==> src/rtl/pong_pkg.sv <==
`default_nettype none
// +--------------------------------------------------------------------------+
// | Module   : pong_pkg                                                      |
// | Purpose  : Shared constants and types for the Pong VGA renderer:         |
// |            640x480@60 timing, colour constants, rgb_t and a span test.   |
// | Ports    : none (package)                                                |
// | Config   : PONG_CENTER_NET_EN (used by pong_vga_render, C_GREY here)     |
// | Revision : 1.0 - initial release                                         |
// +--------------------------------------------------------------------------+
package pong_pkg;

   // Horizontal timing, in pixel clocks.
   localparam int H_VIS  = 640;
   localparam int H_FP   = 16;
   localparam int H_SYNC = 96;
   localparam int H_BP   = 48;
   localparam int H_TOT  = H_VIS + H_FP + H_SYNC + H_BP;   // 800

   // Vertical timing, in lines.
   localparam int V_VIS  = 480;
   localparam int V_FP   = 10;
   localparam int V_SYNC = 2;
   localparam int V_BP   = 33;
   localparam int V_TOT  = V_VIS + V_FP + V_SYNC + V_BP;   // 525

   typedef struct packed {
      logic [3:0] r;
      logic [3:0] g;
      logic [3:0] b;
   } rgb_t;

   localparam rgb_t C_BLACK = '{r: 4'h0, g: 4'h0, b: 4'h0};
   localparam rgb_t C_WHITE = '{r: 4'hF, g: 4'hF, b: 4'hF};
   localparam rgb_t C_RED   = '{r: 4'hF, g: 4'h0, b: 4'h0};
   localparam rgb_t C_BLUE  = '{r: 4'h0, g: 4'h0, b: 4'hF};
   localparam rgb_t C_GREY  = '{r: 4'h8, g: 4'h8, b: 4'h8};

   // lo <= pos < lo+size, evaluated in 11 bits so an object near 1023 does
   // not wrap around and reappear at the left/top edge.
   function automatic logic in_span(input logic [10:0] pos,
                                    input logic [10:0] lo,
                                    input logic [10:0] size);
      return (pos >= lo) && (pos < (lo + size));
   endfunction

endpackage
`default_nettype wire

==> src/rtl/pong_vga_timing.sv <==
`default_nettype none
// +--------------------------------------------------------------------------+
// | Module   : pong_vga_timing                                               |
// | Purpose  : Pixel/line counters, sync decode, busy and frame_start.       |
// | Ports    : clk, reset        - pixel clock, async active-high reset      |
// |            hcnt_o, vcnt_o    - current scan position                     |
// |            frame_end_o       - high on the last pixel of the frame       |
// |            hs_o, vs_o        - active-low syncs decoded from counters    |
// |                                (combinational, same cycle as counters)   |
// |            busy_o            - registered, high while vcnt < visible     |
// |            frame_start_o     - registered pulse at (0, first blank line) |
// | Revision : 1.0 - initial release                                         |
// +--------------------------------------------------------------------------+
module pong_vga_timing
   import pong_pkg::*;
#(
   parameter int H_VISIBLE = H_VIS,
   parameter int H_FRONT   = H_FP,
   parameter int H_SYNC_W  = H_SYNC,
   parameter int H_TOTAL   = H_TOT,
   parameter int V_VISIBLE = V_VIS,
   parameter int V_FRONT   = V_FP,
   parameter int V_SYNC_W  = V_SYNC,
   parameter int V_TOTAL   = V_TOT
) (
   input  logic       clk,
   input  logic       reset,
   output logic [9:0] hcnt_o,
   output logic [9:0] vcnt_o,
   output logic       frame_end_o,
   output logic       hs_o,
   output logic       vs_o,
   output logic       busy_o,
   output logic       frame_start_o
);

   localparam logic [9:0] H_LAST  = 10'(H_TOTAL - 1);
   localparam logic [9:0] V_LAST  = 10'(V_TOTAL - 1);
   localparam logic [9:0] HS_BEG  = 10'(H_VISIBLE + H_FRONT);
   localparam logic [9:0] HS_END  = 10'(H_VISIBLE + H_FRONT + H_SYNC_W);
   localparam logic [9:0] VS_BEG  = 10'(V_VISIBLE + V_FRONT);
   localparam logic [9:0] VS_END  = 10'(V_VISIBLE + V_FRONT + V_SYNC_W);
   localparam logic [9:0] V_VIS10 = 10'(V_VISIBLE);

   logic [9:0] hcnt_q, hcnt_d;
   logic [9:0] vcnt_q, vcnt_d;
   logic       busy_q;
   logic       frame_start_q;

   always_comb begin
      hcnt_d = hcnt_q + 10'd1;
      vcnt_d = vcnt_q;
      if (hcnt_q == H_LAST) begin
         hcnt_d = '0;
         vcnt_d = (vcnt_q == V_LAST) ? '0 : vcnt_q + 10'd1;
      end
   end

   // busy and frame_start are computed from the next counter values so that,
   // once registered, they line up with the counters they describe.
   always_ff @(posedge clk or posedge reset) begin
      if (reset) begin
         hcnt_q        <= '0;
         vcnt_q        <= '0;
         busy_q        <= 1'b0;
         frame_start_q <= 1'b0;
      end else begin
         hcnt_q        <= hcnt_d;
         vcnt_q        <= vcnt_d;
         busy_q        <= (vcnt_d < V_VIS10);
         frame_start_q <= (hcnt_d == 10'd0) && (vcnt_d == V_VIS10);
      end
   end

   assign hcnt_o        = hcnt_q;
   assign vcnt_o        = vcnt_q;
   assign frame_end_o   = (hcnt_q == H_LAST) && (vcnt_q == V_LAST);
   assign hs_o          = !((hcnt_q >= HS_BEG) && (hcnt_q < HS_END));
   assign vs_o          = !((vcnt_q >= VS_BEG) && (vcnt_q < VS_END));
   assign busy_o        = busy_q;
   assign frame_start_o = frame_start_q;

endmodule
`default_nettype wire

==> src/rtl/pong_vga_render.sv <==
`default_nettype none
// +--------------------------------------------------------------------------+
// | Module   : pong_vga_render                                               |
// | Purpose  : Renders a ball and two paddles onto a 640x480 VGA raster.     |
// |            Object positions are captured once per frame into shadow      |
// |            registers so CPU updates never tear the picture.              |
// | Ports    : clk, reset              - pixel clock, async active-high rst  |
// |            bx, by                  - ball top-left position             |
// |            p1x, p1y, p2x, p2y      - paddle top-left positions           |
// |            busy, frame_start       - CPU handshake                       |
// |            vga_hs, vga_vs          - active-low syncs                    |
// |            vga_blank_n             - high in the visible area            |
// |            vga_r, vga_g, vga_b     - 4-bit colour                        |
// | Config   : `define PONG_CENTER_NET_EN draws a dashed grey centre net.    |
// | Revision : 1.0 - initial release                                         |
// +--------------------------------------------------------------------------+
module pong_vga_render
   import pong_pkg::*;
#(
   parameter int BALL_SIZE = 8,
   parameter int PAD_W     = 8,
   parameter int PAD_H     = 48,
   parameter int H_VISIBLE = H_VIS,
   parameter int H_FRONT   = H_FP,
   parameter int H_SYNC_W  = H_SYNC,
   parameter int H_TOTAL   = H_TOT,
   parameter int V_VISIBLE = V_VIS,
   parameter int V_FRONT   = V_FP,
   parameter int V_SYNC_W  = V_SYNC,
   parameter int V_TOTAL   = V_TOT
) (
   input  logic       clk,
   input  logic       reset,
   input  logic [9:0] bx,
   input  logic [9:0] by,
   input  logic [9:0] p1x,
   input  logic [9:0] p1y,
   input  logic [9:0] p2x,
   input  logic [9:0] p2y,
   output logic       busy,
   output logic       frame_start,
   output logic       vga_hs,
   output logic       vga_vs,
   output logic       vga_blank_n,
   output logic [3:0] vga_r,
   output logic [3:0] vga_g,
   output logic [3:0] vga_b
);

   localparam logic [9:0]  H_VIS10 = 10'(H_VISIBLE);
   localparam logic [9:0]  V_VIS10 = 10'(V_VISIBLE);
   localparam logic [10:0] BALL_SZ = 11'(BALL_SIZE);
   localparam logic [10:0] PAD_WSZ = 11'(PAD_W);
   localparam logic [10:0] PAD_HSZ = 11'(PAD_H);

   logic [9:0] hcnt;
   logic [9:0] vcnt;
   logic       frame_end;
   logic       hs_w;
   logic       vs_w;

   pong_vga_timing #(
      .H_VISIBLE (H_VISIBLE),
      .H_FRONT   (H_FRONT),
      .H_SYNC_W  (H_SYNC_W),
      .H_TOTAL   (H_TOTAL),
      .V_VISIBLE (V_VISIBLE),
      .V_FRONT   (V_FRONT),
      .V_SYNC_W  (V_SYNC_W),
      .V_TOTAL   (V_TOTAL)
   ) u_timing (
      .clk           (clk),
      .reset         (reset),
      .hcnt_o        (hcnt),
      .vcnt_o        (vcnt),
      .frame_end_o   (frame_end),
      .hs_o          (hs_w),
      .vs_o          (vs_w),
      .busy_o        (busy),
      .frame_start_o (frame_start)
   );

   // ------------------------------------------------------------------
   // Shadow registers: sampled on the very last pixel of the frame so the
   // whole following frame is drawn from one consistent snapshot.
   // ------------------------------------------------------------------
   logic [9:0] bx_q, by_q, p1x_q, p1y_q, p2x_q, p2y_q;

   always_ff @(posedge clk or posedge reset) begin
      if (reset) begin
         bx_q  <= '0;
         by_q  <= '0;
         p1x_q <= '0;
         p1y_q <= '0;
         p2x_q <= '0;
         p2y_q <= '0;
      end else if (frame_end) begin
         bx_q  <= bx;
         by_q  <= by;
         p1x_q <= p1x;
         p1y_q <= p1y;
         p2x_q <= p2x;
         p2y_q <= p2y;
      end
   end

   // ------------------------------------------------------------------
   // Hit tests on the current scan position.
   // ------------------------------------------------------------------
   logic [10:0] x;
   logic [10:0] y;
   logic        visible;
   logic        hit_ball;
   logic        hit_p1;
   logic        hit_p2;

   assign x        = {1'b0, hcnt};
   assign y        = {1'b0, vcnt};
   assign visible  = (hcnt < H_VIS10) && (vcnt < V_VIS10);
   assign hit_ball = in_span(x, {1'b0, bx_q},  BALL_SZ) && in_span(y, {1'b0, by_q},  BALL_SZ);
   assign hit_p1   = in_span(x, {1'b0, p1x_q}, PAD_WSZ) && in_span(y, {1'b0, p1y_q}, PAD_HSZ);
   assign hit_p2   = in_span(x, {1'b0, p2x_q}, PAD_WSZ) && in_span(y, {1'b0, p2y_q}, PAD_HSZ);

`ifdef PONG_CENTER_NET_EN
   // Four columns straddling the screen centre, dashed 8 lines on / 8 off.
   localparam logic [10:0] NET_LO = 11'(H_VISIBLE / 2 - 2);
   localparam logic [10:0] NET_HI = 11'(H_VISIBLE / 2 + 1);
   logic hit_net;
   assign hit_net = (x >= NET_LO) && (x <= NET_HI) && !y[3];
`endif

   // ------------------------------------------------------------------
   // Colour mux. Clipping is implicit: anything outside the visible
   // window is forced black regardless of object overlap.
   // ------------------------------------------------------------------
   rgb_t pix_d;
   rgb_t pix_q;
   logic blank_n_q;
   logic hs_q;
   logic vs_q;

   always_comb begin
      pix_d = C_BLACK;
      if (visible) begin
         if (hit_ball)
            pix_d = C_WHITE;
         else if (hit_p1)
            pix_d = C_RED;
         else if (hit_p2)
            pix_d = C_BLUE;
`ifdef PONG_CENTER_NET_EN
         else if (hit_net)
            pix_d = C_GREY;
`endif
      end
   end

   // Syncs go through the same register stage as the colour so all four
   // video outputs stay mutually aligned.
   always_ff @(posedge clk or posedge reset) begin
      if (reset) begin
         pix_q     <= C_BLACK;
         blank_n_q <= 1'b0;
         hs_q      <= 1'b1;
         vs_q      <= 1'b1;
      end else begin
         pix_q     <= pix_d;
         blank_n_q <= visible;
         hs_q      <= hs_w;
         vs_q      <= vs_w;
      end
   end

   assign vga_r       = pix_q.r;
   assign vga_g       = pix_q.g;
   assign vga_b       = pix_q.b;
   assign vga_blank_n = blank_n_q;
   assign vga_hs      = hs_q;
   assign vga_vs      = vs_q;

endmodule
`default_nettype wire

==> config.mk <==
export PLATFORM = sky130hd
export DESIGN_NAME = pong_vga_render
export DESIGN_NICKNAME = d
export VERILOG_FILES = /design/src/rtl/pong_pkg.sv /design/src/rtl/pong_vga_timing.sv /design/src/rtl/pong_vga_render.sv
export SDC_FILE = /design/constraint.sdc
export NUM_CORES = 1
export LEC_CHECK = 0
export CORE_MARGIN = 3
export CORE_UTILIZATION = 60
export CTS_CLUSTER_DIAMETER = 50
export DETAILED_ROUTE_END_ITERATION = 10
export GPL_TIMING_DRIVEN = 1
export HOLD_SLACK_MARGIN = 0.12
export PLACE_DENSITY = 0.82
export RECOVER_POWER = 50
export SLEW_MARGIN = 5
export SYNTH_ARGS = -nofsm -noshare
export SYNTH_HDL_FRONTEND = slang
export SYNTH_SLANG_ARGS = --single-unit
==> constraint.sdc <==
create_clock -name clk -period 6.5 [get_ports clk]
set_input_delay 1.3 -clock clk [delete_from_list [all_inputs] [get_ports clk]]
set_output_delay 1.3 -clock clk [all_outputs]
set_load 0.03 [all_outputs]
==> results of run 1 <==
[power by group through the flow]
stage | registers (uW) | clock network [uW] | logic (uW)
6_report | 547 | 332 | 47.9
2_1_floorplan | 558 | 0 | 8.35
5_1_grt | 547 | 364 | 52.7
3_5_place_dp | 558 | 0 | 49.1
4_1_cts | 547 | 339 | 49.5
3_3_place_gp | 558 | 0 | 48.3
[kinds of logic after synthesis]
group / count (synthesis)
muxes: 6
xor gates and xnor gates: 41
buffers and inverters: 100
adders and majority gates: 110
and+or+nand+nor: 203
DFF: 88
AOI/OAI and AO/OA: 170
[registers in the layout (all words and copies together), names as in the netlist]
name	flops
bx_q	10
by_q	10
p1x_q	10
p1y_q	10
p2x_q	10
p2y_q	10
u_timing.busy_o	1
u_timing.frame_start_o	1
u_timing.hcnt_o	10
u_timing.vcnt_o	10
vga_b	1
vga_blank_n	1
vga_g	1
vga_hs	1
vga_r	1
vga_vs	1
[how the worst min path moves through the flow]
stage	cells after the start	from	slack, ns	endpoint
floorplan	1	u_timing.hcnt_o[0]$_DFF_PP0_	0.44	u_timing.hcnt_o[0]$_DFF_PP0_
global placement	1	u_timing.hcnt_o[0]$_DFF_PP0_	0.46	u_timing.hcnt_o[0]$_DFF_PP0_
detailed placement	1	u_timing.hcnt_o[0]$_DFF_PP0_	0.47	u_timing.hcnt_o[0]$_DFF_PP0_
CTS	1	u_timing.hcnt_o[0]$_DFF_PP0_	0.49	u_timing.hcnt_o[0]$_DFF_PP0_
global route	1	u_timing.hcnt_o[0]$_DFF_PP0_	0.51	u_timing.hcnt_o[0]$_DFF_PP0_
finish	1	u_timing.hcnt_o[0]$_DFF_PP0_	0.48	u_timing.hcnt_o[0]$_DFF_PP0_
[cell usage after synthesis (3+ instances only)]
| library cell | n | area [um2] |
|---|---|---|
| inv_1 | 72 | 270 |
| and4_1 | 4 | 35.0 |
| clkbuf_1 | 4 | 15.0 |
| o21ai_0 | 74 | 370 |
| nand2_2 | 3 | 18.8 |
| buf_6 | 3 | 33.8 |
| nor2_1 | 15 | 56.3 |
| nor2b_1 | 6 | 37.5 |
| xor2_1 | 8 | 70.1 |
| and2_1 | 4 | 25.0 |
| dfrtp_1 | 86 | 2150 |
| buf_4 | 14 | 105 |
| nand4_1 | 8 | 50.1 |
| nor4_1 | 5 | 31.3 |
| nor3_1 | 10 | 50.1 |
| nand2_1 | 88 | 330 |
| nand3_1 | 23 | 115 |
| buf_2 | 5 | 25.0 |
| o21bai_1 | 3 | 22.5 |
| ha_1 | 110 | 1380 |
| o21a_1 | 5 | 37.5 |
| a21oi_1 | 29 | 145 |
| and3_1 | 11 | 68.8 |
| mux2_2 | 6 | 67.6 |
| o211ai_1 | 3 | 22.5 |
| o2111ai_1 | 8 | 70.1 |
| a21o_1 | 18 | 135 |
| a2111oi_0 | 3 | 26.3 |
| o21ai_1 | 3 | 15.0 |
| nand2b_1 | 6 | 37.5 |
| xnor2_1 | 33 | 289 |
[metrics by stage]
step / util / area, um2 / hold slack [ns]
2_1_floorplan: - / 6570 / 0.443
3_3_place_gp: 0.702 / 7350 / 0.460
3_5_place_dp: 0.702 / 7350 / 0.475
4_1_cts: 0.716 / 7500 / 0.487
5_1_grt: 0.713 / 7460 / 0.511
6_report: 0.713 / 7460 / 0.484
[metal layers]
metal  share of wire  track usage  up-vias
li1                -            -     2647
met1            0.44        0.303     2567
met2            0.49        0.432      145
met3           0.045       0.0630       31
met4           0.023       0.0920        0
met5               0            0        -
[area by class of cell]
class	instances	area [um2]
multi-input combinational	530	3870
inverter	73	275
sequential	88	2200
tap	136	170
clock buffer	14	143
fill	819	3000
timing repair buffer	80	796
clock inverter	1	5.00
[placed cells by master, fill, tap and decap left out, drive strengths merged, types with 4 or more instances in the layout]
| master | n |
|---|---|
| a21o | 18 |
| a21oi | 30 |
| nand2 | 91 |
| nand2b | 6 |
| and4 | 4 |
| nor2b | 6 |
| and3 | 14 |
| o2111ai | 8 |
| o21ai | 78 |
| clkbuf | 14 |
| o21a | 5 |
| nor2 | 18 |
| xnor2 | 33 |
| nand3 | 23 |
| dfrtp | 86 |
| nor4 | 6 |
| inv | 72 |
| nor3 | 11 |
| ha | 110 |
| mux2 | 6 |
| xor2 | 8 |
| clkdlybuf4s50 | 77 |
| and2 | 4 |
| nand4 | 9 |
==> impl_results.md, run 1 <==
- Run status: complete, no violations
- Top delay family on crit path: simple AND/OR/NAND/NOR gates
- Slowest cell on crit path: nor2_4
- Diode count: 0
- Synth Area in XOR/XNOR: 0.0547
- Total number of vias: ~5400
- Syn Inst Count: 718
- Critical path cell sequence: and4b_4 > and2_0 > nand2_2 > nor2_4 > buf_4 > mux2_2
- Post-CTS Hold Buffers: 0
- Ports: between 70 and 80
- Die Wd: around 110 um
- Worst Reg2Reg Path Length in Cells: 6
- Setup TNS: 0 ns
- Crit path time final: 3.29 ns
- Synthesized Nets: 890
- Share of cells above drive strength 1: 0.0445
- Layout Nets: roughly 950
- Starting Density: 0.628
- Internal power: between 700 and 800 uW
- Reg2Reg Capture Point: bx_q[0]$_DFFE_PP0P_
- Worst skew pair latency: 0.37 ns
- Critical path arrival: ~3.6 ns
- Final ANT Viol Nets: 0
- WP buf/inv: 1
- Seq/Total Area, Yosys: 0.336
- Skew final: approximately 0.012 ns
- Chip Height: 111 um
- Final Power: approximately 930 uW
- Setup violators final: 0
- Reg power frac: 0.590
- Slew Limit Fails: 0
- Pre-CTS setup slack: ~3.2 ns
- Hpwl dp: between 10 and 15 mm
- Yosys synthesis warning count: 0
- R2r setup slk: around 3.2 ns
- Fin worst setup slack: between 3 and 4 ns
- Mean post-synth cell area: 9.15 um2
- H-tree depth: 3
- Largest family of logic cells by synthesized area: adder cells
- Power per Cell Area: between 100 and 150 mW/mm2
- Clock network fraction of total power: 0.358
- Distinct cells, synth: between 60 and 70
- Number of synthesized register bits: 88
- Dpl cells: 907
- Combinational share of power: 0.052
- Worst Tran Pin Value: ~1.4 ns
- EDFF count, synth: 0
- Vias per inst: 5.85
- Adder-cell area share of the yosys netlist: 0.210
- RSZ-0062 raised after global routing: false
- CTS Buffer Depth: 2
- Initial antenna violation count: 0
- Congestion Overflow GR: 0
- Worst-path clk slew: approximately 0.090 ns
- First-pass GRT wire length: between 20 and 30 mm
- Worst Setup SP: u_timing.hcnt_o[4]$_DFF_PP0_
- FF-to-FF Start: u_timing.hcnt_o[4]$_DFF_PP0_
- Switching Share: 0.226
- CTS tree: done
- Drt first pass iters: 4
- Cts repair resizes: 0
- Clock sink count: 88
- Number of global-route vias before repair: approximately 5600
- Quantity of I/O buffers inserted on ports: 78
- Post-synthesis compound-gate area fraction: 0.161
- Largest net degree at the start of global routing: 64
- Layout Cells excl Fill: about 920
- Post-route DRC violation count: 0
- Postcts setup bufs: 0
- Critical Path End: bx_q[0]$_DFFE_PP0P_
- Worst-path fanout max: 63
- Slew headroom: 0.0352
- WP data required: about 6.8 ns
- Min-Delay Path Class: reg2reg
- Worst vdd ir: 116 uV
- Maximum Capacitance Violations: 0
- Post-synthesis mux area share: 0.0103
- Top FF cell, synth: dfrtp_1
- Rows: 37
- Wire length per cell: 16.0 um
- DRT Wirelength: 14.7 mm
- Switch Pwr: 210 uW
- Period Utilization, post-route: 0.506
- Maximum achievable frequency: a little over 300 MHz
- Largest stage delay, worst path: approximately 0.80 ns
- Area grow syn2layout: 13.6%
- Die Area: about 0.012 mm2
- Core area: between 0.01 and 0.015 mm2
- Worst setup EP type: register
- Leakage: about 0.0038 uW
- GRT Total Usage: 0.251
- Total CTS buffers: 9
- Critical path depth: 6
- Kind of critical path: reg2reg
- Syn Std Cell Area: approximately 0.0066 mm2
- CTS root buf: clkbuf_8
- Drt first-iter violations: between 300 and 400
- Endpoints failing hold: 0
- Post-synth ARST share: 1.00
- Final Wtd Congestion: about 0.88
- Crit start category: register
- Simple-gate share of the synthesized area: 0.159
Power figures use the tool's default switching activity.
==> run 2, diff against run 1 <==
--- a/config.mk
+++ b/config.mk
@@ -6,12 +6,12 @@
 export NUM_CORES = 1
 export LEC_CHECK = 0
 export CORE_MARGIN = 3
-export CORE_UTILIZATION = 60
+export CORE_UTILIZATION = 52
 export CTS_CLUSTER_DIAMETER = 50
 export DETAILED_ROUTE_END_ITERATION = 10
 export GPL_TIMING_DRIVEN = 1
 export HOLD_SLACK_MARGIN = 0.12
-export PLACE_DENSITY = 0.82
+export PLACE_DENSITY = 0.75
 export RECOVER_POWER = 50
 export SLEW_MARGIN = 5
 export SYNTH_ARGS = -nofsm -noshare
==> constraint.sdc (replaced) <==
create_clock -name clk -period 2.6 [get_ports clk]
set_input_delay 0.52 -clock clk [delete_from_list [all_inputs] [get_ports clk]]
set_output_delay 0.52 -clock clk [all_outputs]
set_load 0.03 [all_outputs]
==> run 2 against run 1 <==
- sequential share of layout area decreased by 1.3 points
- sequential power increased to 2.5 times the previous value
- combinational power increased to 2.5 times the previous value
- clock skew decreased by 0.0017 ns
- total power increased to 3.1 times the previous value
- global-route usage decreased by 2.6 points
- critical path depth increased by 5
- largest cell class unchanged
==> impl_results.md, run 2 (synthesis results as in run 1) <==
- Run status: complete, no violations
- GRT Total Usage: 0.224
- Chip Height: roughly 120 um
- Worst-path fanout max: 5
- Worst Reg2Reg Path Length in Cells: 11
- Quantity of I/O buffers inserted on ports: between 70 and 80
- Starting Density: 0.540
- Kind of critical path: reg2reg
- Critical path arrival: 2.68 ns
- Worst setup EP type: register
- Grt met2 use: 0.371
- Area grow syn2layout: 19.1%
- Period Utilization, post-route: 0.934
- Pre-CTS setup slack: 0.0710 ns
- Post-route DRC violation count: 0
- Final Wtd Congestion: 0.875
- Worst Tran Pin Value: roughly 1.2 ns
- Layout Nets: just under 1000
- Ports: 79
- Core area: 0.0122 mm2
- Min-Delay Path Class: reg2reg
- Slowest cell on crit path: dfrtp_2
- Worst-path clk slew: about 0.070 ns
- Endpoints failing hold: 0
- Final Core Density: 0.643
- GRT busiest layer: met2
- Wire length per cell: about 15 um
- Met3 usage: 0.0469
- Drt first pass iters: 5
- Initial antenna violation count: 0
- Crit path time final: roughly 2.4 ns
- Met1 Track Usage GR: 0.284
- Total number of vias: 5391
- Post-CTS Hold Buffers: 0
- Hpwl dp: ~11 mm
- Worst skew pair latency: 0.36 ns
- Diode count: 0
- Die Area: between 0.01 and 0.015 mm2
- CTS root buf: clkbuf_16
- Total CTS buffers: 9
- FF-to-FF Start: bx_q[3]$_DFFE_PP0P_
- Reg2Reg Capture Point: vga_b[2]$_DFF_PP0_
- CTS Buffer Depth: 2
- Worst Setup SP: bx_q[3]$_DFFE_PP0P_
- Die Wd: approximately 120 um
- Largest net degree at the start of global routing: between 80 and 90
- Setup violators final: 0
- Power per Cell Area: ~370 mW/mm2
- Most frequent cells in the layout: ha_1 (110), nand2_1 (88), dfrtp_1 (85)
- Leakage: 0.00394 uW
- WP data required: between 2 and 3 ns
- Final Power: ~2900 uW
- H-tree depth: 3
- Worst vdd ir: roughly 320 uV
- Crit start category: register
- Critical path cell sequence: ha_1 > and3_1 > xnor2_1 > ha_1 > and2_1 > o311a_1 > nand2_1 > a2111oi_2 > nor3_1 > and3b_1 > a41o_1
- Number of global-route vias before repair: 5522
- R2r setup slk: roughly 0.17 ns
- Rows: 40
- Vias per inst: 5.56
- Drt first-iter violations: 310
- Congestion Overflow GR: 0
- Slew Limit Fails: 0
- Share of cells above drive strength 1: 0.0699
- Fin worst setup slack: 0.173 ns
- Clock sink count: 88
- Skew final: slightly above 0.01 ns
- Critical Path End: vga_b[2]$_DFF_PP0_
- Maximum Capacitance Violations: 0
- CTS tree: done
- Slew headroom: 0.198
- Final ANT Viol Nets: 0
- First-pass GRT wire length: around 26 mm
- Hold path cells: 1
- Largest stage delay, worst path: about 0.44 ns
- DRT Wirelength: between 10 and 15 mm
- Most frequent cell on the critical path: ha_1
- Setup TNS: 0 ns
- Maximum achievable frequency: 412 MHz
- Commonest non-fill, non-tap cell in the layout: ha_1
==> run 2: changes by cell type in the layout (fill, tap and decap cells not counted), moves of 2 or more <==
cell,previous run,this run
o21ai_1,1,3
o21ai_0,76,74
clkbuf_8,9,1
bufinv_16,0,2
buf_4,2,12
clkbuf_16,0,9
==> run 2: metal layers <==
layer / wire [um] / vias to the layer above
li1: - / 2675
met1: 6640 / 2551
met2: 7180 / 141
met3: 760 / 24
met4: 342 / 0
met5: 0 / -
==> run 2: metrics by stage <==
| step | hold slack (ns) | cell area, um2 | cells |
|---|---|---|---|
| 2_1_floorplan | 0.443 | 6570 | 718 |
| 3_3_place_gp | 0.464 | 7520 | 953 |
| 3_5_place_dp | 0.472 | 7520 | 953 |
| 4_1_cts | 0.479 | 7840 | 969 |
| 5_1_grt | 0.500 | 7820 | 969 |
| 6_report | 0.479 | 7820 | 969 |
==> run 2: worst max-delay path, delay by kind of cell, from the launching register on <==
| family | cells | cell delay, ns |
|---|---|---|
| compound gates | 3 | 0.62 |
| simple gates | 5 | 0.64 |
| xor+xnor | 1 | 0.13 |
| fa+ha+maj | 2 | 0.49 |
| flops | 1 | 0.44 |
==> run 2: timing repair <==
action	CTS	global route
setup buffers	0	0
gates resized for setup	0	3
setup endpoints to repair	0	2
==> run 2: cell type report <==
type / count / area (um2)
tap: 168 / 210
sequential: 88 / 2210
inverter: 73 / 278
clock inverter: 3 / 65.1
timing repair buffer: 94 / 906
multi-input combinational: 530 / 3900
fill: 1017 / 4340
clock buffer: 13 / 250
==> run 2: power by group <==
group	leakage, uW	internal (uW)	total (uW)	switching [uW]
Sequential	0.000915	1370	1370	0
Clock	0.000154	868	1410	542
Combinational	0.00287	80.9	120	39.4
==> run 2: how the worst min path moves through the flow <==
stage	start	slack, ns	endpoint
after floorplan	u_timing.hcnt_o[0]$_DFF_PP0_	0.44	u_timing.hcnt_o[0]$_DFF_PP0_
after global placement	u_timing.hcnt_o[0]$_DFF_PP0_	0.46	u_timing.hcnt_o[0]$_DFF_PP0_
after detailed placement	u_timing.hcnt_o[0]$_DFF_PP0_	0.47	u_timing.hcnt_o[0]$_DFF_PP0_
after CTS	u_timing.hcnt_o[0]$_DFF_PP0_	0.48	u_timing.hcnt_o[0]$_DFF_PP0_
after global routing	u_timing.hcnt_o[0]$_DFF_PP0_	0.50	u_timing.hcnt_o[0]$_DFF_PP0_
final	u_timing.hcnt_o[0]$_DFF_PP0_	0.48	u_timing.hcnt_o[0]$_DFF_PP0_
==> run 3, diff against run 2 <==
--- a/config.mk
+++ b/config.mk
@@ -5,6 +5,7 @@
 export SDC_FILE = /design/constraint.sdc
 export NUM_CORES = 1
 export LEC_CHECK = 0
+export CAP_MARGIN = 15
 export CORE_MARGIN = 3
 export CORE_UTILIZATION = 52
 export CTS_CLUSTER_DIAMETER = 50
==> results of run 3 <==
Same layout as run 2: the final DEF is identical, and so are final timing and power.
